<file path="src/rtl/mc_bus_if_if.sv">
// mc_bus_if_if: raw MCU memory-controller bus pins (active-low strobes, address, data)
// master drives the pins (MCU side / testbench), slave samples them (mc_bus_if)
interface mc_bus_if_if #(
  parameter int DATA_WIDTH = 16,
  parameter int ADD_WIDTH = 6
);
  logic mc_ce;
  logic mc_we;
  logic mc_oe;
  logic [ADD_WIDTH-1:0] mc_add;
  logic [DATA_WIDTH-1:0] mc_din;
  modport master (output mc_ce, mc_we, mc_oe, mc_add, mc_din);
  modport slave (input mc_ce, mc_we, mc_oe, mc_add, mc_din);
endinterface

</file>
<file path="src/rtl/mc_bus_if.sv">
// mc_bus_if: memory-controller bus front end turning raw strobes into single-clock write/read events
// clock, reset        : system clock, synchronous active-high reset
// bus (slave)         : raw mc_ce/mc_we/mc_oe (active low, async), mc_add, mc_din
// wr_stb/wr_add/wr_data : one pulse per completed write with latched address and data
// rd_start/rd_done/rd_add : pulses at read entry and read end, latched read address
// busy, err_conflict, glitch_cnt : FSM active, sticky WE+OE conflict, saturating aborted-write count
// timeout             : sticky cycle-too-long flag, present only with MC_BUS_TIMEOUT_EN defined
module mc_bus_if #(
  parameter int DATA_WIDTH = 16,
  parameter int ADD_WIDTH = 6,
  parameter int SETTLE_CYCLES = 2,
  parameter int TIMEOUT_CYCLES = 255
) (
  input  logic                  clock,
  input  logic                  reset,
  mc_bus_if_if.slave            bus,
  output logic                  wr_stb,
  output logic [ADD_WIDTH-1:0]  wr_add,
  output logic [DATA_WIDTH-1:0] wr_data,
  output logic                  rd_start,
  output logic                  rd_done,
  output logic [ADD_WIDTH-1:0]  rd_add,
  output logic                  busy,
  output logic                  err_conflict,
`ifdef MC_BUS_TIMEOUT_EN
  output logic                  timeout,
`endif
  output logic [7:0]            glitch_cnt
);
  typedef enum logic [2:0] {IDLE, WR, WR_HELD, RD, CONFLICT} state_t;
  state_t state, state_n;
  logic [1:0] ce_q, we_q, oe_q, warm;
  logic ce_s, we_s, oe_s, armed, active, conflict, tmo;
  logic [3:0] settle, settle_n;
  logic wr_stb_n, rd_start_n, rd_done_n, lat_wr, lat_rd, glitch;
  assign ce_s = ce_q[1];
  assign we_s = we_q[1];
  assign oe_s = oe_q[1];
  assign active = state inside {WR, WR_HELD, RD};
  // IDLE only reacts once armed, so a cycle caught mid-flight by reset is ignored until the bus idles
  assign conflict = !we_s && !oe_s && (state == IDLE ? armed && !ce_s : active);
`ifdef MC_BUS_TIMEOUT_EN
  localparam int TW = $clog2(TIMEOUT_CYCLES + 1);
  logic [TW-1:0] tcnt;
  assign tmo = active && tcnt == TW'(TIMEOUT_CYCLES - 1);
`else
  assign tmo = 1'b0;
`endif
  always_comb begin
    state_n = state;
    settle_n = settle;
    wr_stb_n = 1'b0;
    rd_start_n = 1'b0;
    rd_done_n = 1'b0;
    lat_wr = 1'b0;
    lat_rd = 1'b0;
    glitch = 1'b0;
    if (tmo || conflict)
      state_n = CONFLICT;
    else
      case (state)
        IDLE: if (armed && !ce_s) begin
          if (!we_s) begin
            state_n = WR;
            settle_n = '0;
          end else if (!oe_s) begin
            state_n = RD;
            lat_rd = 1'b1;
            rd_start_n = 1'b1;
          end
        end
        WR: if (we_s || ce_s) begin
          state_n = IDLE;
          glitch = 1'b1;
        end else begin
          settle_n = settle + 4'd1;
          if (settle_n == 4'(SETTLE_CYCLES)) begin
            lat_wr = 1'b1;
            state_n = WR_HELD;
          end
        end
        WR_HELD: if (we_s || ce_s) begin
          state_n = IDLE;
          wr_stb_n = 1'b1;
        end
        RD: if (oe_s || ce_s) begin
          state_n = IDLE;
          rd_done_n = 1'b1;
        end
        CONFLICT: if (ce_s && we_s && oe_s) state_n = IDLE;
        default: state_n = IDLE;
      endcase
  end
  always_ff @(posedge clock) begin
    if (reset) begin
      ce_q <= '1;
      we_q <= '1;
      oe_q <= '1;
      warm <= '0;
      armed <= 1'b0;
      state <= IDLE;
      settle <= '0;
      wr_stb <= 1'b0;
      wr_add <= '0;
      wr_data <= '0;
      rd_start <= 1'b0;
      rd_done <= 1'b0;
      rd_add <= '0;
      busy <= 1'b0;
      err_conflict <= 1'b0;
      glitch_cnt <= '0;
`ifdef MC_BUS_TIMEOUT_EN
      tcnt <= '0;
      timeout <= 1'b0;
`endif
    end else begin
      ce_q <= {ce_q[0], bus.mc_ce};
      we_q <= {we_q[0], bus.mc_we};
      oe_q <= {oe_q[0], bus.mc_oe};
      // synced values are only genuine pad samples two clocks after reset
      warm <= {warm[0], 1'b1};
      armed <= armed || (warm[1] && ce_s && we_s && oe_s);
      state <= state_n;
      settle <= settle_n;
      wr_stb <= wr_stb_n;
      rd_start <= rd_start_n;
      rd_done <= rd_done_n;
      busy <= state_n != IDLE;
      if (lat_wr) begin
        wr_add <= bus.mc_add;
        wr_data <= bus.mc_din;
      end
      if (lat_rd) rd_add <= bus.mc_add;
      if (conflict) err_conflict <= 1'b1;
      if (glitch && glitch_cnt != 8'hFF) glitch_cnt <= glitch_cnt + 8'd1;
`ifdef MC_BUS_TIMEOUT_EN
      tcnt <= active ? tcnt + 1'b1 : '0;
      if (tmo) timeout <= 1'b1;
`endif
    end
  end
endmodule

</file>
<file path="src/flat_wrapper.sv">
// flat-port wrapper written by rule: the top's interface ports become plain ports
module mc_bus_if_flat 
#(
  parameter int DATA_WIDTH = 16,
  parameter int ADD_WIDTH = 6,
  parameter int SETTLE_CYCLES = 2,
  parameter int TIMEOUT_CYCLES = 255
)
  (clock, reset, wr_stb, wr_add, wr_data, rd_start, rd_done, rd_add, busy, err_conflict, glitch_cnt, bus_mc_ce, bus_mc_we, bus_mc_oe, bus_mc_add, bus_mc_din);
  mc_bus_if_if #(.DATA_WIDTH(DATA_WIDTH), .ADD_WIDTH(ADD_WIDTH)) bus_i ();
  input  logic clock;
  input  logic reset;
  output logic wr_stb;
  output logic [ADD_WIDTH-1:0] wr_add;
  output logic [DATA_WIDTH-1:0] wr_data;
  output logic rd_start;
  output logic rd_done;
  output logic [ADD_WIDTH-1:0] rd_add;
  output logic busy;
  output logic err_conflict;
  output logic [7:0] glitch_cnt;
  input wire logic [$bits(bus_i.mc_ce)-1:0] bus_mc_ce;
  input wire logic [$bits(bus_i.mc_we)-1:0] bus_mc_we;
  input wire logic [$bits(bus_i.mc_oe)-1:0] bus_mc_oe;
  input wire logic [$bits(bus_i.mc_add)-1:0] bus_mc_add;
  input wire logic [$bits(bus_i.mc_din)-1:0] bus_mc_din;
  assign bus_i.mc_ce = bus_mc_ce;
  assign bus_i.mc_we = bus_mc_we;
  assign bus_i.mc_oe = bus_mc_oe;
  assign bus_i.mc_add = bus_mc_add;
  assign bus_i.mc_din = bus_mc_din;
  mc_bus_if #(.DATA_WIDTH(DATA_WIDTH), .ADD_WIDTH(ADD_WIDTH), .SETTLE_CYCLES(SETTLE_CYCLES), .TIMEOUT_CYCLES(TIMEOUT_CYCLES)) u_core (.clock(clock), .reset(reset), .bus(bus_i), .wr_stb(wr_stb), .wr_add(wr_add), .wr_data(wr_data), .rd_start(rd_start), .rd_done(rd_done), .rd_add(rd_add), .busy(busy), .err_conflict(err_conflict), .glitch_cnt(glitch_cnt));
endmodule
</file>
<file path="config.mk">
export PLATFORM = sky130hd
export DESIGN_NAME = mc_bus_if_flat
export DESIGN_NICKNAME = d
export VERILOG_FILES = /design/src/rtl/mc_bus_if_if.sv /design/src/rtl/mc_bus_if.sv /design/src/flat_wrapper.sv
export SDC_FILE = /design/constraint.sdc
export NUM_CORES = 1
export LEC_CHECK = 0
export ABC_AREA = 0
export ABC_CLOCK_PERIOD_IN_PS = 4900
export BUFFER_PORTS_ARGS = -buffer_cell sky130_fd_sc_hd__buf_2
export CORE_ASPECT_RATIO = 0.7
export CORE_MARGIN = 5
export CORE_UTILIZATION = 50
export DETAILED_ROUTE_END_ITERATION = 10
export GPL_TIMING_DRIVEN = 0
export PLACE_DENSITY = 0.76
export SYNTH_ARGS = -nofsm -noshare
export SYNTH_HDL_FRONTEND = slang
export SYNTH_SLANG_ARGS = --single-unit
</file>
<file path="constraint.sdc">
create_clock -name clock -period 4.9 [get_ports clock]
set_clock_uncertainty 0.15 [all_clocks]
set_input_delay 0.98 -clock clock [delete_from_list [all_inputs] [get_ports clock]]
set_output_delay 0.98 -clock clock [all_outputs]
set_load 0.05 [all_outputs]
</file>
; ---- Yosys cells after proc, flatten, opt, wreduce, memory -nomap -nowiden
; Index checks and enable logic that the tools add are counted.
[classes]
n_addsub = 2
n_mul = 0
div = 0
magnitude_cmp = 0
n_eq_ne = 9
shift = 0
muxes = 29
bitwise_logic = 3
n_reduce_logical = 22
[ops]
columns = operator, count
row1 = $mux 3, 9
row2 = $mux 1, 15
row3 = $pmux 3 s5, 1
row4 = $mux 4, 3
row5 = $logic_and 1x1->1, 9
row6 = $add 8x1->8 const B, 1
row7 = $ne 8x8->1 const B, 1
row8 = $pmux 4 s2, 1
row9 = $eq 3x2->1 const B, 2
row10 = $ne 2x2->1 const B, 3
row11 = $reduce_bool 3->1, 2
row12 = $reduce_or 3->1, 2
row13 = $reduce_and 5->1, 1
row14 = $add 4x1->4 const B, 1
row15 = $eq 4x2->1 const B, 1
row16 = $eq 3x1->1 const B, 1
row17 = $eq 3x3->1 const B, 1
row18 = $logic_not 1->1, 3
row19 = $logic_not 3->1, 1
row20 = $logic_or 1x1->1, 3
row21 = $not 1->1, 3
row22 = $reduce_bool 2->1, 1
[totals]
ff_bits = 57
latchBits = 0
ram_bits = 0
romBits = 0
inputBits = 27
out_inout_bits = 41
elab_cells = 82
memories = 0

; ---- Depth between registers and ports, before layout
; Gate-level depths: netlist of the first run.
[depth]
ltp_word = 7
mapped_depth = 7

; ---- Worst setup path after synthesis of the first run
; Ideal clock, no wire load.
[synth_path]
path_type = input-to-reg
from = input reset
to = register u_core.armed
setup_time_ns = 0.128
arrival_time_ns = 1.779
required_ns = 4.622
path_slack_ns = 2.843
stages = 4
path_cell_list = clkbuf_1 clkbuf_1 clkbuf_1 nor2_1
[synth_lines]
columns = element, line
row1 = from (decl), flat_wrapper.sv:12  ; input logic reset;
row2 = to (signal assigned), mc_bus_if.sv:122  ; armed <= armed || (warm[1] && ce_s && we_s && oe_s);
row3 = to (decl), mc_bus_if.sv:33  ; logic ce_s, we_s, oe_s, armed, active, conflict, tmo;
; No word-level cell between the ends.

; ---- Final worst setup path of the first run
[layout_path]
from = register u_core.state[1]
to = register u_core.wr_add[1]
[layout_between]
elab_chain_len = 5
elab_cells_between_ends = 9
classes_between = 3 x eq/ne / 3 x mux / 3 x reduce/logical
[layout_lines]
columns = element, line
row1 = from (decl), mc_bus_if.sv:31  ; state_t state, state_n;
row2 = from (signal assigned), mc_bus_if.sv:123  ; state <= state_n;
row3 = $eq 3x1->1 or $eq 3x2->1 (tied branches), "mc_bus_if.sv:39, mc_bus_if.sv:61"
row4 = $reduce_bool 3->1, mc_bus_if.sv:39  ; assign active = state inside {WR, WR_HELD, RD};
row5 = $mux 1, mc_bus_if.sv:41  ; assign conflict = !we_s && !oe_s && (state == IDLE ? armed && !ce_s : active);
row6 = $logic_and 1x1->1, mc_bus_if.sv:41
row7 = $mux 1 *, mc_bus_if.sv:58  ; if (tmo || conflict)
row8 = to (signal assigned), mc_bus_if.sv:130  ; wr_add <= bus.mc_add;
row9 = to (decl), mc_bus_if.sv:18  ; output logic [ADD_WIDTH-1:0] wr_add,
; Mark *: on every way between the ends. The rest lies on a longest branch, timed or not.
; A chain may end at the register's enable or synchronous reset.

==> summary.txt, run 1 <==
Timing
  – Fmax: 0.432 GHz
  – Final period utilization: 47.2%
  – Final min period: 2310 ps
  – Slew headroom: 45.4%
  – Hold Vio Cnt, Final: 0
  – RSZ-0062 raised after global routing: no
  – Final setup TNS: 0 ps
  – Setup violators final: 0
  – Final worst setup slack: 2590 ps
  – Slew @ Worst Pin: 798 ps
  – Pins Over Slew Limit: 0
  – Hold_ws: 260 ps

Setup path
  – End point of the critical path: u_core.wr_add[1]$_SDFFE_PP0P_
  – CP max stage delay: 540 ps
  – Reg2reg setup slack: 2590 ps
  – CP Launch Type: register
  – Crit Path Max Fanout: 10
  – Crit-path cells: buf_6 -> or4b_4 -> nor4_4 -> nand2_2 -> buf_6 -> o21ai_1 -> a21oi_1
  – Cells on worst reg2reg path: 7
  – Critical Path RT: 4950 ps
  – Slowest stage cell, crit path: or4b_4
  – R2r startpoint: u_core.state[1]$_SDFF_PP0_
  – Worst setup startpoint: u_core.state[1]$_SDFF_PP0_
  – CP Class: register to register
  – Worst R2R End: u_core.wr_add[1]$_SDFFE_PP0P_
  – CP arrival: 2360 ps
  – CP endpoint kind: register
  – CP dominant cell by count: buf_6

Logic synthesis
  – Post-synth top flop: dfxtp_1
  – Post-synthesis sequential area ratio: 47.6%
  – Synth area leaders: dfxtp_1 (48%), a21oi_1 (6.5%), nand4_1 (6.0%), o21ai_1 (4.0%), nor2_1 (3.8%)
  – Largest area contributor in the netlist: dfxtp_1
  – Post-synth EDFFs: 0
  – Cell variety after synth: 49
  – Mapped Avg Cell Area: 9.05 um2
  – Synth async-reset ratio: 0%
  – Post-Synthesis Cells: 265
  – Most frequent cell after synthesis: dfxtp_1
  – Synthesized cell area: 2400 um2
  – Synth warn: 0
  – Syn_nets: 295
  – Synth top area share: 47.6%
  – Yosys reg bits: 57
  – Synth cell count leaders: dfxtp_1 (57), a21oi_1 (31), nor2_1 (24), nand4_1 (23), o21ai_1 (19)

Layout
  – Antenna Cells: 0
  – Finished Cell Area: 3000 um2
  – Area growth syn-to-layout: 24.9%
  – Layout cells sized above 1: 28.8%
  – Fillers: 406
  – Fin nets: 372

Worst hold path
  – Hold Path Origin: u_core.ce_q[0]$_SDFF_PP1_
  – Min-delay worst type: register to register

Global routing
  – First-pass GRT wire length: 9450 um
  – Antenna violations before repair: 0
  – GR Overflow Total: 0
  – Vias in the first global route: 2071
  – All-layer global routing usage: 19.1%
  – Largest net degree at the start of global routing: 11

Clock tree
  – H-tree Lvls: 3
  – CTS root buf: clkbuf_8
  – Clock tree buffer depth: 2
  – Worst skew pair latency: 340 ps
  – Post-CTS setup repair buffer count: 0
  – CTS Hold Buffers Added: 0
  – Num CTS Buffers: 9
  – CTS sink count: 57
  – Post-CTS sizing: 0
  – Clk slew on worst S/H paths: 60 ps
  – CTS tree: done

Detailed routing
  – DR pass1 iterations: 4
  – Vias/cell: 5.51
  – Routed vias: 2227
  – Iter 0 DRT Violations: 197
  – Wire length per cell: 14.9 um
  – Total wire length: 6020 um
  – Residual DRC count: 0
  – Final ANT Viol Nets: 0

Run status
  – Outcome: finished clean

Place
  – Cell Area, Placed: 2800 um2
  – Hpwl dp: 4190 um
  – DP Worst Slack: 2350 ps
  – I/O Buffers: 66
  – GPL Wtd Cong: 0.836

Floorplanning
  – Starting Density: 51.0%
  – Die X: 92.8 um
  – Row Count: 21
  – Die height: 67.9 um
  – I/O pin total: 68
  – Die area: 6300 um2
  – Core area: 4700 um2

Pwr
  – Static Leak: 1.31 nW
  – Max rail drop VDD: 222 uV
  – PD cells: 311 nW/um2
  – Pwr Total: 932 uW

Flow run
  – MaxCap Viol Count: 0
-- kinds of logic after synthesis --
| family | after synthesis | synth area share [%] |
|---|---|---|
| simple gates | 92 | 21.5 |
| compound gates | 73 | 18.1 |
| flops | 57 | 47.6 |
| buf+inv | 27 | 6.05 |
| mux | 8 | 3.34 |
| xor+xnor | 5 | 1.83 |
| fa+ha+maj | 3 | 1.57 |
-- state kept, by name, indices dropped and copies added, names as in the netlist --
register,flops
u_core.rd_start,1
u_core.wr_data,16
u_core.busy,1
u_core.rd_done,1
u_core.glitch_cnt,8
u_core.err_conflict,1
u_core.we_q,2
u_core.wr_stb,1
u_core.armed,1
u_core.settle,4
u_core.wr_add,6
u_core.state,3
u_core.oe_q,2
u_core.warm,2
u_core.rd_add,6
u_core.ce_q,2
-- critical path: cells and delay by family, from the launching register on --
family	cells	cell delay (ps)
simple gates	3	1180
flops	1	310
buf+inv	2	310
compound gates	2	230
-- layout by cell type, fill, tap and decap left out, types with 4 or more instances in the layout --
cell type,synthesis,final
mux2i_1,8,8
clkbuf_8,0,10
nand3_1,6,6
or3_1,4,4
o21ai_0,5,5
dfxtp_1,57,57
nor2_1,24,24
a21oi_1,31,31
nand4_1,23,23
nand2_1,10,10
buf_2,2,68
o21ai_1,19,19
clkbuf_1,13,14
or2_2,6,6
inv_1,5,5
buf_6,5,5
-- cell type report --
class,instances,area [um2],area share (%)
Multi-Input combinational cell,181,1110,37.1
Inverter,5,18.8,0.627
Clock buffer,11,141,4.72
Timing Repair Buffer,66,330,11.0
Sequential cell,57,1140,38.1
Tap cell,57,71.3,2.38
Buffer,22,126,4.22
Clock inverter,5,55.1,1.84
-- worst min path at each step --
stage / end / cells after the start
2_1_floorplan: u_core.ce_q[1]$_SDFF_PP1_ / 1
3_3_place_gp: u_core.ce_q[1]$_SDFF_PP1_ / 1
3_5_place_dp: u_core.ce_q[1]$_SDFF_PP1_ / 1
4_1_cts: u_core.ce_q[1]$_SDFF_PP1_ / 1
5_1_grt: u_core.ce_q[1]$_SDFF_PP1_ / 1
6_report: u_core.ce_q[1]$_SDFF_PP1_ / 1
-- report_power, final --
| part | total [mW] | leakage [nW] | switching, mW | internal, mW |
|---|---|---|---|---|
| Clock | 0.432 | 0.0953 | 0.185 | 0.247 |
| Combinational | 0.0307 | 0.751 | 0.0179 | 0.0129 |
| Sequential | 0.469 | 0.461 | 0.00154 | 0.467 |
| Total | 0.932 | 1.31 | 0.205 | 0.727 |
-- layer usage --
metal,vias up,part of all wire (%),GRT usage [%],wire [um]
li1,1114,-,-,-
met1,1037,47,25.1,2850
met2,69,44,28.1,2680
met3,7,7.4,8.46,443
met4,0,0.95,6.40,57
met5,-,0,0,0
-- metrics by stage --
stage	instances	utilization, %
6_report	404	63.7
3_3_place_gp	388	59.5
5_1_grt	404	63.7
3_5_place_dp	388	59.5
4_1_cts	404	63.7
2_1_floorplan	265	-
No activity file was read; power rests on OpenSTA's default activity.
==> run 2: changes to the inputs <==
ABC_AREA = 1   (was 0)
ABC_CLOCK_PERIOD_IN_PS = 2200   (was 4900)
PLACE_DENSITY = 0.75   (was 0.76)
clock period = 2.2 ns   (was 4.9 ns; I/O delays follow)
==> run 2 against run 1 <==
Non-clock buffer count down 7. Design area is 8.5% higher. Via count up 11%. Largest cell class is now multi-input combinational cells. Largest power group unchanged.
==> summary.txt, run 2 <==
Pwr
  – Pwr Total: 2.06 mW
  – Static Leak: 1.65 nW
  – PD cells: 634 nW/um2
  – Max rail drop VDD: 408 uV

Detailed routing
  – Final ANT Viol Nets: 0
  – M1 wire length: 2820 um
  – Vias/cell: 4.81
  – Residual DRC count: 0
  – DR pass1 iterations: 4
  – DR top layer: met4
  – Met2 WL post-DR: 2630 um
  – Wire length per cell: 11.6 um
  – Routed vias: 2474
  – Metal3 WL: 424 um
  – Total wire length: 5970 um
  – Iter 0 DRT Violations: 108

Clock tree
  – H-tree Lvls: 3
  – Post-CTS setup repair buffer count: 0
  – CTS Hold Buffers Added: 0
  – Clock tree buffer depth: 2
  – Num CTS Buffers: 9
  – CTS root buf: clkbuf_8
  – Clk slew on worst S/H paths: 60 ps
  – CTS tree: done
  – CTS sink count: 57
  – Post-CTS sizing: 0
  – Worst skew pair latency: 340 ps

Logic synthesis
  – Synth cell count leaders: nand2_1 (72), nor2_1 (64), dfxtp_1 (57), inv_1 (39), nand4_1 (24)
  – Post-synth EDFFs: 0
  – Largest area contributor in the netlist: dfxtp_1
  – Cell variety after synth: 28
  – Synthesized cell area: 2640 um2
  – Synth area leaders: dfxtp_1 (43%), nand2_1 (10%), nor2_1 (9.1%), nand4_1 (5.7%), inv_1 (5.5%)
  – Most frequent cell after synthesis: nand2_1
  – Syn_nets: 391
  – Mapped Avg Cell Area: 7.32 um2
  – Synth async-reset ratio: 0%
  – Post-synth top flop: dfxtp_1
  – Synth top area share: 43.2%
  – Post-synthesis sequential area ratio: 43.2%
  – Yosys reg bits: 57
  – Post-Synthesis Cells: 361
  – Synth warn: 0

Global routing
  – Antenna violations before repair: 0
  – GR Overflow Total: 0
  – First-pass GRT wire length: 10500 um
  – All-layer global routing usage: 18.6%
  – Vias in the first global route: 2424
  – Largest net degree at the start of global routing: 11

Place
  – GPL Wtd Cong: 0.871
  – I/O Buffers: 67
  – Hpwl dp: 4470 um

Layout
  – Fin nets: 469
  – Most frequent cells in the layout: buf_2 (74), nand2_1 (72), nor2_1 (64)
  – Fillers: 477
  – Commonest non-fill, non-tap cell in the layout: buf_2
  – Layout cells sized above 1: 28.7%
  – Top flop regs: u_core.wr_data x16, u_core.glitch_cnt x8
  – Antenna Cells: 0
  – Largest register FFs: 16
  – Top reg by flops: u_core.wr_data
  – Area growth syn-to-layout: 23.0%

Floorplanning
  – Die X: 96.9 um
  – Die area: 6860 um2
  – Row Count: 22
  – Starting Density: 51.0%
  – Die height: 70.8 um
  – I/O pin total: 68
  – Core area: 5170 um2

Timing
  – Fmax: 0.543 GHz
  – Hold Vio Cnt, Final: 0
  – Setup violators final: 0
  – Final setup TNS: 0 ps
  – Pins Over Slew Limit: 0
  – Slew headroom: 68.4%
  – Final period utilization: 83.6%
  – Slew @ Worst Pin: 474 ps
  – RSZ-0062 raised after global routing: no
  – Final min period: 1840 ps

Flow run
  – MaxCap Viol Count: 0

Setup path
  – CP arrival: 1930 ps
  – Critical Path RT: 2290 ps
  – Crit Path Max Fanout: 10
  – CP endpoint kind: register
  – CP Class: register to register
  – CP Launch Type: register

Worst hold path
  – Min-delay worst type: input port to register

Run status
  – Outcome: finished clean
## run 2: cells by family after synthesis
group	share of synthesized area (%)
and+or+nand+nor	39.7
xor gates and xnor gates	0.995
DFF	43.2
buffers and inverters	9.85
AOI/OAI and AO/OA	4.83
adders and majority gates	1.42
## run 2: final timing paths
kind | cells after the start | from | end | slack, ps
worst max-delay path | 9 | u_core.settle[0]$_SDFFE_PP0P_ | u_core.wr_add[4]$_SDFFE_PP0P_ | 360
worst min-delay path | 2 | bus_mc_ce | u_core.ce_q[0]$_SDFF_PP1_ | 140
worst max register to register | 9 | u_core.settle[0]$_SDFFE_PP0P_ | u_core.wr_add[4]$_SDFFE_PP0P_ | 360
worst min register to register | 1 | u_core.oe_q[0]$_SDFF_PP1_ | u_core.oe_q[1]$_SDFF_PP1_ | 260
## run 2: power breakdown
part           switching (mW)  leakage (nW)  internal [mW]
sequential            0.00483         0.461           1.04
combinational          0.0480          1.09         0.0353
clock                   0.396        0.0978          0.534
total                   0.449          1.65           1.61
## run 2: final cells by class
class	count	area, um2	area share (%)
buffer	14	87.6	2.70
timing repair buffer	67	335	10.3
clock inverter	4	45.0	1.39
sequential	57	1140	35.1
clock buffer	10	138	4.24
inverter	46	173	5.31
multi-input combinational	244	1240	38.2
tap	72	90.1	2.77
## run 2: stage by stage
stage / worst slack, ps / instances / util, % / instance area, um2 / hold slack (ps)
floorplan: 321 / 361 / - / 2640 / 238
global placement: 439 / 500 / 59.3 / 3070 / 241
detailed placement: 428 / 500 / 59.3 / 3070 / 246
CTS: 374 / 514 / 62.8 / 3250 / 123
global route: 228 / 514 / 62.8 / 3250 / 129
finish: 360 / 514 / 62.8 / 3250 / 135
## run 2: per-layer routing
metal | GRT usage (%) | up-vias
met5 | 0 | -
met4 | 7.48 | 0
met3 | 7.00 | 11
met2 | 28.7 | 76
met1 | 23.8 | 1095
li1 | - | 1292
## run 2: critical path: stages (launching register included)
cell and delay [ps]:
dfxtp_1 450, ha_1 210, inv_1 40, nand2_1 80, nand3_1 80, nor2_1 230, buf_2 260, nand4_1 110
nand2_1 80, nor2_1 50
==> run 3: changes to the inputs <==
ABC_CLOCK_PERIOD_IN_PS = 1800   (was 2200)
clock period = 1.8 ns   (was 2.2 ns; I/O delays follow)
==> run 3 against run 2 <==
Clock-buffer cell count is 3 higher. Total power is 28% higher. Utilization is 1.1 points higher. Sequential cell count stayed put. Worst hold slack worse by 76 ps. Clock power is 35% higher. Die area stayed put. Design area is 1.8% higher. Global-route usage is 0.11 points lower. Register-to-register slack worse by 220 ps. Sequential share of layout area is 0.32 points lower. Routed wire length hardly changed. Highest routed layer unchanged.
==> summary.txt, run 3 (synthesized netlist as in run 2, its figures left out) <==
Place
  – I/O Buffers: 67
  – DP Worst Slack: -24.8 ps
  – Placed Cells: 500
  – Hpwl dp: 4350 um
  – GPL Wtd Cong: 0.843

Timing
  – Pins Over Slew Limit: 0
  – Fmax: 0.603 GHz
  – Slew headroom: 65.0%
  – RSZ-0062 raised after global routing: no
  – Hold Vio Cnt, Final: 0
  – Setup violators final: 0
  – Final min period: 1660 ps
  – Slew @ Worst Pin: 525 ps
  – Final worst setup slack: 142 ps
  – Final period utilization: 92.1%

Pwr
  – Max rail drop VDD: 463 uV
  – PD cells: 797 nW/um2
  – Static Leak: 1.67 nW

Setup path
  – Crit Path Max Fanout: 10
  – CP endpoint kind: register
  – Cells on worst reg2reg path: 10
  – Worst R2R End: u_core.wr_add[3]$_SDFFE_PP0P_
  – CP Class: register to register
  – Critical Path RT: 1920 ps
  – CP Launch Type: register
  – Reg2reg setup slack: 140 ps
  – CP arrival: 1780 ps
  – R2r startpoint: u_core.settle[0]$_SDFFE_PP0P_

Worst hold path
  – Hold Path Origin: bus_mc_ce
  – WHS Endpoint: u_core.ce_q[0]$_SDFF_PP1_
  – Worst hold path depth: 2
  – Min-delay worst type: input port to register

Clock tree
  – Num CTS Buffers: 9
  – CTS root buf: clkbuf_8
  – Clk slew on worst S/H paths: 60 ps
  – H-tree Lvls: 3
  – Worst skew pair latency: 340 ps
  – CTS sink count: 57
  – CTS tree: done
  – Clock tree buffer depth: 2
  – CTS Hold Buffers Added: 0
  – Post-CTS setup repair buffer count: 0

Detailed routing
  – Final ANT Viol Nets: 0
  – Total wire length: 5970 um
  – Residual DRC count: 0
  – DR pass1 iterations: 4
  – Routed vias: 2446
  – Wire length per cell: 11.6 um
  – Iter 0 DRT Violations: 104
  – Vias/cell: 4.75

Global routing
  – M3 GR Usage: 6.90%
  – GR peak layer: met2
  – First-pass GRT wire length: 10400 um
  – GR met2 Demand/Resource: 27.3%
  – M1 GR Usage: 24.6%
  – Largest net degree at the start of global routing: 11
  – GR Overflow Total: 0
  – Antenna violations before repair: 0
  – Vias in the first global route: 2317
  – All-layer global routing usage: 18.5%

Layout
  – Most frequent cells in the layout: nand2_1 (72), buf_2 (72), nor2_1 (63)
  – Top flop regs: u_core.wr_data x16, u_core.glitch_cnt x8
  – Largest register FFs: 16
  – Non-Filler Instances: 515
  – Layout cells sized above 1: 30.0%
  – Area growth syn-to-layout: 25.2%
  – Top reg by flops: u_core.wr_data
  – Antenna Cells: 0
  – Fin nets: 469

Floorplanning
  – Row Count: 22
  – Die X: 96.9 um
  – Die height: 70.8 um
  – Core area: 5170 um2
  – Die area: 6860 um2
  – I/O pin total: 68
  – Starting Density: 51.0%

Run status
  – Outcome: finished clean

Flow run
  – MaxCap Viol Count: 0
[run 3: what timing repair did]
item / 4_1_cts / 5_1_grt
cloned: 0 / 0
setup endpoints to repair: 4 / 20
resized for setup: 2 / 7
pin swaps: 0 / 0
[run 3: power breakdown]
part           switching, mW  leakage [nW]  internal [mW]
logic                 0.0592          1.09         0.0433
registers            0.00617         0.464           1.27
clock network          0.479         0.112          0.780
[run 3: cell type report]
type,count,area (um2)
timing repair buffer,67,335
buffer,14,92.6
inverter,46,173
clock inverter,2,35.0
multi-input combinational,244,1250
fill,489,1870
clock buffer,13,179
sequential,57,1150
tap,72,90.1
[run 3: critical path, stage by stage, from the launching register on]
cell     delay, ps
dfxtp_4        380
ha_1           170
inv_1           40
nand2_1         70
nand2_1        100
nor2_4         130
nand3_4        110
nor2_8         130
buf_8          170
nor2_2          40
nor2_1         100
[run 3: worst max-delay path by stage]
stage | from | end | slack, ps | cells past startpoint
floorplan | u_core.glitch_cnt[2]$_SDFFE_PP0P_ | u_core.glitch_cnt[0]$_SDFFE_PP0P_ | 110 | 7
global placement | u_core.settle[0]$_SDFFE_PP0P_ | u_core.wr_add[2]$_SDFFE_PP0P_ | 40 | 9
detailed placement | u_core.settle[0]$_SDFFE_PP0P_ | u_core.wr_add[2]$_SDFFE_PP0P_ | -20 | 9
CTS | u_core.settle[0]$_SDFFE_PP0P_ | u_core.wr_add[2]$_SDFFE_PP0P_ | 30 | 10
global route | u_core.state[1]$_SDFF_PP0_ | u_core.rd_add[4]$_SDFFE_PP0P_ | 5 | 6
finish | u_core.settle[0]$_SDFFE_PP0P_ | u_core.wr_add[3]$_SDFFE_PP0P_ | 140 | 10
[run 3: routing by layer]
metal	vias up	wire (um)
met4	0	56
met1	1078	2810
met3	5	463
met5	-	0
li1	1293	-
met2	70	2640
[run 3: per-stage QoR]
stage	area [um2]	util (%)	setup TNS (ps)	total power [mW]	hold slack [ps]
2_1_floorplan	2640	-	0	1.36	238
3_3_place_gp	3070	59.3	0	1.41	241
3_5_place_dp	3070	59.3	-37.6	1.41	248
4_1_cts	3290	63.5	0	2.68	45.0
5_1_grt	3310	63.9	0	2.74	44.7
6_report	3310	63.9	0	2.64	59.2
